===== src/rtl/bridge_req_fifo.sv =====
// Request/data FIFO feeding the AXI4-Lite to APB converter: registered status, sticky errors, flush.
// Define BRIDGE_FIFO_FWFT_EN for first-word-fall-through reads; default is a registered read port.
module bridge_req_fifo #(
  parameter int unsigned dataWidth = 32,
  parameter int unsigned depth     = 4,
  parameter int unsigned afLevel   = 1
) (
  input  logic                     clk_i,
  input  logic                     rst_ni,
  input  logic                     push_i,
  input  logic [dataWidth-1:0]     wdata_i,
  input  logic                     pop_i,
  output logic [dataWidth-1:0]     rdata_o,
  input  logic                     flush_i,
  input  logic                     clr_err_i,
  output logic                     empty_o,
  output logic                     full_o,
  output logic                     almost_full_o,
  output logic [$clog2(depth):0]   count_o,
  output logic                     overflow_o,
  output logic                     underflow_o
);

  localparam int unsigned AddrW = $clog2(depth);
  localparam logic        AfRst = (afLevel >= depth);

  logic [dataWidth-1:0] mem_q [depth];

  logic [AddrW:0] wptr_q, wptr_d, rptr_q, rptr_d, count_q, count_d;
  logic           empty_q, empty_d, full_q, full_d, af_q, af_d;
  logic           ovf_q, ovf_d, unf_q, unf_d;
  logic           push_ok, pop_ok;
  logic [31:0]    free_d;

  // Flush overrides both requests so neither moves a pointer nor raises an error.
  assign push_ok = push_i && !full_q && !flush_i;
  assign pop_ok  = pop_i && !empty_q && !flush_i;

  always_comb begin
    wptr_d = wptr_q;
    rptr_d = rptr_q;
    if (flush_i) begin
      wptr_d = '0;
      rptr_d = '0;
    end else begin
      if (push_ok) wptr_d = wptr_q + 1'b1;
      if (pop_ok)  rptr_d = rptr_q + 1'b1;
    end
    count_d = wptr_d - rptr_d;
    empty_d = (wptr_d == rptr_d);
    full_d  = (wptr_d[AddrW-1:0] == rptr_d[AddrW-1:0]) && (wptr_d[AddrW] != rptr_d[AddrW]);
    free_d  = depth - 32'(count_d);
    af_d    = (free_d <= afLevel);
  end

  // Set wins over clear when a new error lands in the same cycle as clr_err.
  always_comb begin
    ovf_d = ovf_q && !clr_err_i;
    unf_d = unf_q && !clr_err_i;
    if (push_i && full_q && !flush_i) ovf_d = 1'b1;
    if (pop_i && empty_q && !flush_i) unf_d = 1'b1;
  end

  always_ff @(posedge clk_i or negedge rst_ni) begin
    if (!rst_ni) begin
      wptr_q  <= '0;
      rptr_q  <= '0;
      count_q <= '0;
      empty_q <= 1'b1;
      full_q  <= 1'b0;
      af_q    <= AfRst;
      ovf_q   <= 1'b0;
      unf_q   <= 1'b0;
    end else begin
      wptr_q  <= wptr_d;
      rptr_q  <= rptr_d;
      count_q <= count_d;
      empty_q <= empty_d;
      full_q  <= full_d;
      af_q    <= af_d;
      ovf_q   <= ovf_d;
      unf_q   <= unf_d;
    end
  end

  always_ff @(posedge clk_i) begin
    if (push_ok) mem_q[wptr_q[AddrW-1:0]] <= wdata_i;
  end

`ifdef BRIDGE_FIFO_FWFT_EN
  assign rdata_o = mem_q[rptr_q[AddrW-1:0]];
`else
  logic [dataWidth-1:0] rdata_q;

  always_ff @(posedge clk_i or negedge rst_ni) begin
    if (!rst_ni) begin
      rdata_q <= '0;
    end else if (pop_ok) begin
      rdata_q <= mem_q[rptr_q[AddrW-1:0]];
    end
  end

  assign rdata_o = rdata_q;
`endif

  assign empty_o       = empty_q;
  assign full_o        = full_q;
  assign almost_full_o = af_q;
  assign count_o       = count_q;
  assign overflow_o    = ovf_q;
  assign underflow_o   = unf_q;

endmodule

===== config.mk =====
export PLATFORM = sky130hd
export DESIGN_NAME = bridge_req_fifo
export DESIGN_NICKNAME = d
export VERILOG_FILES = /design/src/rtl/bridge_req_fifo.sv
export SDC_FILE = /design/constraint.sdc
export NUM_CORES = 1
export LEC_CHECK = 0
export CAP_MARGIN = 10
export CORE_UTILIZATION = 45
export CTS_BUF_LIST = sky130_fd_sc_hd__clkbuf_8
export CTS_CLUSTER_DIAMETER = 30
export DETAILED_ROUTE_END_ITERATION = 8
export PLACE_DENSITY_LB_ADDON = 0.15
export SLEW_MARGIN = 30
export SYNTH_ARGS = -nofsm -noshare
export SYNTH_HDL_FRONTEND = slang
export SYNTH_SLANG_ARGS = --single-unit

===== constraint.sdc =====
create_clock -name clk_i -period 2.3 [get_ports clk_i]
set_input_delay 0.23 -clock clk_i [delete_from_list [all_inputs] [get_ports clk_i]]
set_output_delay 0.23 -clock clk_i [all_outputs]
set_load 0.02 [all_outputs]

==> impl_metrics.yaml, run 1 <==
outcome:
  run_status: "finished clean"
drt:
  vias_per_cell: 5.08
  wire_per_inst_um: 18.7
  first_pass_iters: 4
  drt-initial-drc-count: 172
  drc: 0
  detailroute.via_count: 3061
  final_antenna_net_count: 0
  totalWireLength_um: 11300
setup_path:
  timing.critical_path.fanout_max: 2
  r2r_slack_ns: 0.23
  critical_path_required_ns: 2.66
  critPathCaptureType: "flip-flop"
  timing.critical_path.to: "almost_full_o"
  worst-setup-path-type: "reg2reg"
  cp-start-kind: "flip-flop"
  cp_data_arrival_time_ns: 2.44
  crit-reg2reg-launch: "full_o"
  worst-r2r-cell-count: 7
  timing.rr.end: "almost_full_o"
  timing.critical_path.from: "full_o"
layout:
  antenna_cells: 0
  drive_gt1_frac: 0.282
  synthToLayoutAreaGrowth_pct: 22.1
  fin_util: 0.564
  final_nets: 452
floorplanning:
  start_util: 0.462
  core_um2: 14600
  floorplan_die_height_um: 124
  die_area_um2: 15500
  placement_rows: 44
  io_pins: 78
  fp.dieW_um: 124
sta:
  fin_skew_ns: 0.00890
  finalWorstPathRequiredPeriod_ns: 2.07
  tightest_slew_ns: 0.662
  max_slew_margin: 0.559
  maxSlewViolCount: 0
  setup_viol: 0
  hold_viol: 0
  max_clock_freq_mhz: 482
  layout_worst_path_cycle_share: 0.901
  rsz_0062_raised_after_global_routing: "no"
synthesis:
  yosysWarningCount: 0
  number_of_enable_type_register_cells_in_the_synthesized_netlist: 128
  syn-cell-area_um2: 6740
  synth.distinct_cells: 28
  ys_async_sr_fraction: 0.264
  synth.yosys.seq_area_share: 0.742
  postSynthNetCount: 351
  netlist_instances: 305
  synth_ff_type: "edfxtp_1"
  synth_seq_cells: 174
  post_synthesis_mean_instance_area_um2: 22.1
clocking:
  tritoncts: "built"
  post_cts_setup_buffer_count: 0
  cts-resized-gates: 0
  clock_slew_seen_by_the_registers_of_the_worst_setup_and_hold_paths_ns: 0.08
  insertion_delay_ns: 0.44
  clk_root_buf: "clkbuf_8"
  cts-htree-levels: 4
  numCtsBuffers: 17
  tritoncts_sinks: 174
  cts_buffer_depth: 2
placed_design:
  finalWeightedCongestion: 0.723
  placement.io_buffers: 77
  dp_hpwl_um: 6750
global_routing:
  grt_util_all_layers: 0.160
  grt_overflow: 0
  grt_pass1_wl_um: 18200
  number_of_global_route_vias_before_repair: 3197
  grt_antenna_before_repair: 0
  grt_max_degree: 33
pwr:
  powerDensity_nw_per_um2: 1030
  power_mw: 8.50
  power_leakage_nw: 2.99
  worst_ir_drop_vdd_mv: 0.527
job:
  maxCapViolations: 0
hold_path:
  min-delay-path-class: "in2async"
## synth_stat cells (2+ instances only)
cell / count / area (um^2)
mux4_2: 29 / 653
ha_1: 7 / 87.6
o22ai_1: 2 / 12.5
xnor2_1: 2 / 17.5
or2_2: 3 / 18.8
mux2_2: 4 / 45.0
and2_1: 4 / 25.0
dfrtp_1: 45 / 1130
inv_1: 10 / 37.5
edfxtp_1: 128 / 3840
mux4_1: 3 / 78.8
mux2i_1: 3 / 30.0
buf_12: 3 / 60.1
mux2_4: 30 / 450
nor2b_1: 4 / 25.0
buf_2: 3 / 15.0
nor2_1: 5 / 18.8
nand2_1: 5 / 18.8
buf_6: 5 / 56.3
nand3b_1: 2 / 15.0
## where the power goes
part	switching [mW]	internal [mW]	leakage (nW)	total, mW
logic	1.01	1.36	1.05	2.37
registers	0.232	3.79	1.72	4.03
clock network	0.997	1.10	0.217	2.10
total	2.24	6.26	2.99	8.50
## worst min path at each step
stage               cells past startpoint  slack, ns       endpoint    from
global placement                        1       0.29    underflow_o  rst_ni
global route                            2       0.38    rdata_o[14]  rst_ni
finish                                  2       0.34    underflow_o  rst_ni
CTS                                     2       0.34    underflow_o  rst_ni
floorplan                               0      -0.07  almost_full_o  rst_ni
detailed placement                      1       0.30    underflow_o  rst_ni
## cells by family (layout without fill, tap and decap cells)
| family | count (synthesis) | after routing | synth area share |
|---|---|---|---|
| xor+xnor | 4 | 4 | 0.00724 |
| fa+ha+maj | 8 | 8 | 0.0160 |
| mux | 69 | 69 | 0.187 |
| compound gates | 2 | 2 | 0.00186 |
| buf+inv | 23 | 137 | 0.0264 |
| simple gates | 25 | 25 | 0.0202 |
| flops | 174 | 174 | 0.742 |
## placed cells by master (no fill, tap or decap)
cell type / instances
nor2b_4: 1
nor2b_2: 1
mux2_2: 4
mux4_1: 3
fa_1: 1
clkinv_1: 3
bufinv_16: 3
dfrtp_2: 2
mux4_2: 29
nor2_1: 5
nand3b_1: 2
mux2_4: 30
or2_2: 3
edfxtp_1: 128
xor2_1: 1
mux2i_1: 3
dfrtp_1: 43
nor2b_1: 3
clkinv_2: 3
nand2_1: 5
inv_1: 14
dfstp_2: 1
buf_4: 10
nand2b_1: 1
buf_12: 7
buf_2: 1
ha_1: 7
clkdlybuf4s50_1: 76
o22ai_1: 2
xnor2_1: 2
xnor3_1: 1
dlygate4sd3_1: 1
and2_2: 4
clkbuf_8: 19
## metal layers
metal | GRT usage | routed length (um) | vias to the layer above
met5 | 0 | 0 | -
met4 | 0.0659 | 170 | 0
met3 | 0.0404 | 402 | 12
met2 | 0.250 | 5410 | 78
met1 | 0.216 | 5290 | 1581
li1 | - | - | 1390
## sequential cells by signal, indices dropped and copies added, names as in the netlist
name	cells
mem_q	128
rdata_o	32
count_o	3
rptr_q	3
wptr_q	3
almost_full_o	1
empty_o	1
full_o	1
overflow_o	1
underflow_o	1
## repair_timing
action / in CTS / in global routing
setup endpoints to repair: 0 / 1
endpoints found under the hold margin: 23 / 0
hold buffers: 1 / 0
## per-stage QoR
| step | TNS [ns] | std cells | hold WS (ns) | cell area [um^2] | setup WS [ns] |
|---|---|---|---|---|---|
| global route | 0 | 603 | 0.378 | 8230 | 0.111 |
| global placement | -0.249 | 570 | 0.287 | 7820 | -0.172 |
| detailed placement | -0.324 | 570 | 0.297 | 7820 | -0.218 |
| finish | 0 | 603 | 0.338 | 8230 | 0.227 |
| CTS | 0 | 603 | 0.337 | 8230 | 0.0553 |
| floorplan | 0 | 305 | -0.0656 | 6740 | 0.0272 |
## cell type report
| cell class | count | area [um^2] |
|---|---|---|
| Timing Repair Buffer | 95 | 991 |
| Clock buffer | 19 | 262 |
| Inverter | 10 | 37.5 |
| Multi-Input combinational cell | 108 | 1580 |
| Fill cell | 1097 | 6360 |
| Sequential cell | 174 | 5000 |
| Clock inverter | 13 | 131 |
| Tap cell | 184 | 230 |
## worst max-delay path, cell delays in order (launching register included)
cell      delay (ns)
dfrtp_1         0.38
nand2b_1        0.18
xnor2_1         0.14
or2_2           0.29
ha_1            0.21
fa_1            0.36
xnor3_1         0.26
mux2i_1         0.18
(Power assumes the default switching activity.)
==> inputs of run 2 (changes only) <==
--- a/config.mk
+++ b/config.mk
@@ -6,6 +6,7 @@
 export NUM_CORES = 1
 export LEC_CHECK = 0
 export CAP_MARGIN = 10
+export CORE_MARGIN = 1
 export CORE_UTILIZATION = 45
 export CTS_BUF_LIST = sky130_fd_sc_hd__clkbuf_8
 export CTS_CLUSTER_DIAMETER = 30
==> results of run 2 <==
Final layout, timing and power as in run 1 (identical DEF).
==> inputs of run 3 (changes only) <==
--- a/config.mk
+++ b/config.mk
@@ -5,10 +5,10 @@
 export SDC_FILE = /design/constraint.sdc
 export NUM_CORES = 1
 export LEC_CHECK = 0
+export ABC_AREA = 1
 export CAP_MARGIN = 10
 export CORE_MARGIN = 1
 export CORE_UTILIZATION = 45
-export CTS_BUF_LIST = sky130_fd_sc_hd__clkbuf_8
 export CTS_CLUSTER_DIAMETER = 30
 export DETAILED_ROUTE_END_ITERATION = 8
 export PLACE_DENSITY_LB_ADDON = 0.15
==> run 3 against run 2 <==
Net effect: fmax decreased by 2.0%; non-clock buffer count shrank 1; area after synthesis increased by 3.1%; critical path depth grew 3; synthesized cell count up 76%; design area increased by 4.7%; sequential share of layout area is 2.7 points lower; cell count grew 37%; utilization increased by 0.49 points; critical path type unchanged; largest cell class unchanged.
==> impl_metrics.yaml, run 3 <==
setup_path:
  timing.critical_path.fanout_max: 3
  critical_path_required_ns: 2.61
  r2r_slack_ns: 0.19
  cp-start-kind: "flip-flop"
  cp_data_arrival_time_ns: 2.42
  timing.rr.end: "almost_full_o"
  critPathBufInv: 2
  critPathCaptureType: "flip-flop"
  worst-setup-path-type: "reg2reg"
  timing.critical_path.max_delay_family: "simple AND/OR/NAND/NOR gates"
  crit-reg2reg-launch: "full_o"
  critical_path.max_stage_delay_ns: 0.41
  cp_cell_instances: "nor2_1 > nor2_1 > nor3_1 > inv_1 > ha_1 > fa_1 > inv_1 > nand3_1 > nand3_1 > nand2_1"
  worst-r2r-cell-count: 10
  slowest_stage: "fa_1"
layout:
  final_nets: 671
  drive_gt1_frac: 0.135
  multiInputGateArea_um2: 1720
  synthToLayoutAreaGrowth_pct: 24.0
  largest_register_ff_count: 128
  area.sequential_um2: 5000
  finish.cell_count_without_fillers: 826
  most_frequent_standard_cell_in_the_layout_excluding_fill_and_tap_cells: "edfxtp_1"
  num-fill-cells: 1213
  commonest_cells_after_routing_fill_and_taps_aside: "128 x edfxtp_1, 109 x nand2_1, 102 x nor2_1"
  antenna_cells: 0
  fin_util: 0.569
global_routing:
  grt_overflow: 0
  grt_pass1_wl_um: 22300
  grt_util_all_layers: 0.185
  number_of_global_route_vias_before_repair: 4445
  grt_max_degree: 65
  grt_antenna_before_repair: 0
drt:
  detailroute.via_count: 4279
  totalWireLength_um: 13700
  first_pass_iters: 4
  drc: 0
  drt-initial-drc-count: 228
  met2_wire_length_um: 6790
  vias_per_cell: 5.18
  drt_met1_wl_um: 6230
  final_antenna_net_count: 0
  maxUsedRoutingLayer: "met4"
  detailroute.wirelength.met3_um: 533
  wire_per_inst_um: 16.6
floorplanning:
  fp.dieW_um: 126
  placement_rows: 45
  io_pins: 78
  core_um2: 15100
  floorplan_die_height_um: 126
  die_area_um2: 15900
  start_util: 0.459
pwr:
  worst_ir_drop_vdd_mv: 0.548
  power_leakage_nw: 3.31
  clockPowerShare: 0.319
  intPower_mw: 6.59
  sw_frac_of_total: 0.280
  power.sequential.fraction: 0.436
  combinationalPowerShare: 0.246
  powerDensity_nw_per_um2: 1060
  netSwitchingPower_mw: 2.56
clocking:
  clock_slew_seen_by_the_registers_of_the_worst_setup_and_hold_paths_ns: 0.06
  clk_root_buf: "clkbuf_16"
  cts-resized-gates: 0
  post_cts_setup_buffer_count: 0
  tritoncts: "built"
  insertion_delay_ns: 0.42
  postCtsHoldBufs: 1
  numCtsBuffers: 17
  cts-htree-levels: 4
  tritoncts_sinks: 174
  cts_buffer_depth: 2
synthesis:
  synthDominantCellAreaShare: 0.553
  ys_async_sr_fraction: 0.264
  synth.distinct_cells: 28
  post-synth-top-count-cell: "edfxtp_1"
  syn-cell-area_um2: 6950
  postSynthNetCount: 584
  yosysWarningCount: 0
  synth_largest_area_cell: "edfxtp_1"
  post_synthesis_mean_instance_area_um2: 12.9
  synth_ff_type: "edfxtp_1"
  ys_top_cells_by_area: "edfxtp_1 55%, dfrtp_1 16%, nand2_1 5.9%"
  netlist_instances: 538
  synth_commonest_cells: "128 x edfxtp_1, 109 x nand2_1, 106 x nor2_1"
  synth_seq_cells: 174
  synth.yosys.seq_area_share: 0.719
  number_of_enable_type_register_cells_in_the_synthesized_netlist: 128
sta:
  maxSlewViolCount: 0
  fin_skew_ns: 0.00609
  tightest_slew_ns: 0.689
  max_slew_margin: 0.541
  hold_viol: 0
  finalWorstPathRequiredPeriod_ns: 2.11
  layout_worst_path_cycle_share: 0.919
  setup_viol: 0
  max_clock_freq_mhz: 473
  rsz_0062_raised_after_global_routing: "no"
placed_design:
  placedCellCount: 793
  dp_hpwl_um: 7970
  placement.io_buffers: 77
  finalWeightedCongestion: 0.746
outcome:
  run_status: "finished clean"
job:
  maxCapViolations: 0
hold_path:
  min-delay-path-class: "in2async"
run 3: cell types whose count changed after synthesis, moves of 24 or more:
| cell | previous run | this run |
|---|---|---|
| nand2_1 | 5 | 109 |
| nor2_1 | 5 | 106 |
| o21ai_0 | 0 | 33 |
| mux4_2 | 29 | 0 |
| mux2_4 | 30 | 0 |
| o32ai_2 | 0 | 24 |
run 3: cell type report:
class | instances | share of cell area
clock buffers | 18 | 0.0498
clock inverters | 14 | 0.0200
inverters | 27 | 0.0121
multi-input cells | 311 | 0.199
flip-flops and latches | 174 | 0.580
well taps | 188 | 0.0273
repair buffers | 94 | 0.111
run 3: power by group through the flow:
stage	clock, mW	sequential, mW	combinational (mW)
after CTS	2.97	4.00	2.28
after global routing	3.10	4.04	2.45
final	2.92	3.99	2.25
after floorplan	0	4.43	0.903
after global placement	0	4.04	2.24
after detailed placement	0	4.05	2.27
run 3: routing by layer:
layer,vias to the layer above,global-route usage
li1,2040,-
met1,2136,0.236
met2,90,0.315
met3,13,0.0353
met4,0,0.0723
met5,-,0
run 3: how the worst max path moves through the flow:
stage          startpoint             to  slack (ns)  depth (start not counted)
6_report           full_o  almost_full_o        0.19                         10
4_1_cts            full_o  almost_full_o        0.23                         10
3_5_place_dp       push_i  almost_full_o       -0.11                         12
5_1_grt            full_o  almost_full_o        0.05                         10
2_1_floorplan      full_o    mem_q[0][0]       -0.22                          3
3_3_place_gp       push_i  almost_full_o       -0.03                         12
run 3: kinds of logic (layout without fill, tap and decap cells):
group,Yosys count,in the layout,synth area share
flops,174,174,0.719
fa+ha+maj,8,8,0.0155
simple gates,232,232,0.131
compound gates,71,71,0.0965
buf+inv,53,153,0.0382
run 3: stage by stage:
stage	setup WS (ns)	TNS [ns]	hold slack, ns	instance area, um^2	total power [mW]
6_report	0.185	0	0.353	8610	9.16
5_1_grt	0.0533	0	0.406	8610	9.58
4_1_cts	0.226	0	0.379	8610	9.25
3_5_place_dp	-0.113	-0.113	0.274	8000	6.32
3_3_place_gp	-0.0309	-0.0309	0.268	8000	6.28
2_1_floorplan	-0.217	-20.86	-0.0656	6950	5.34
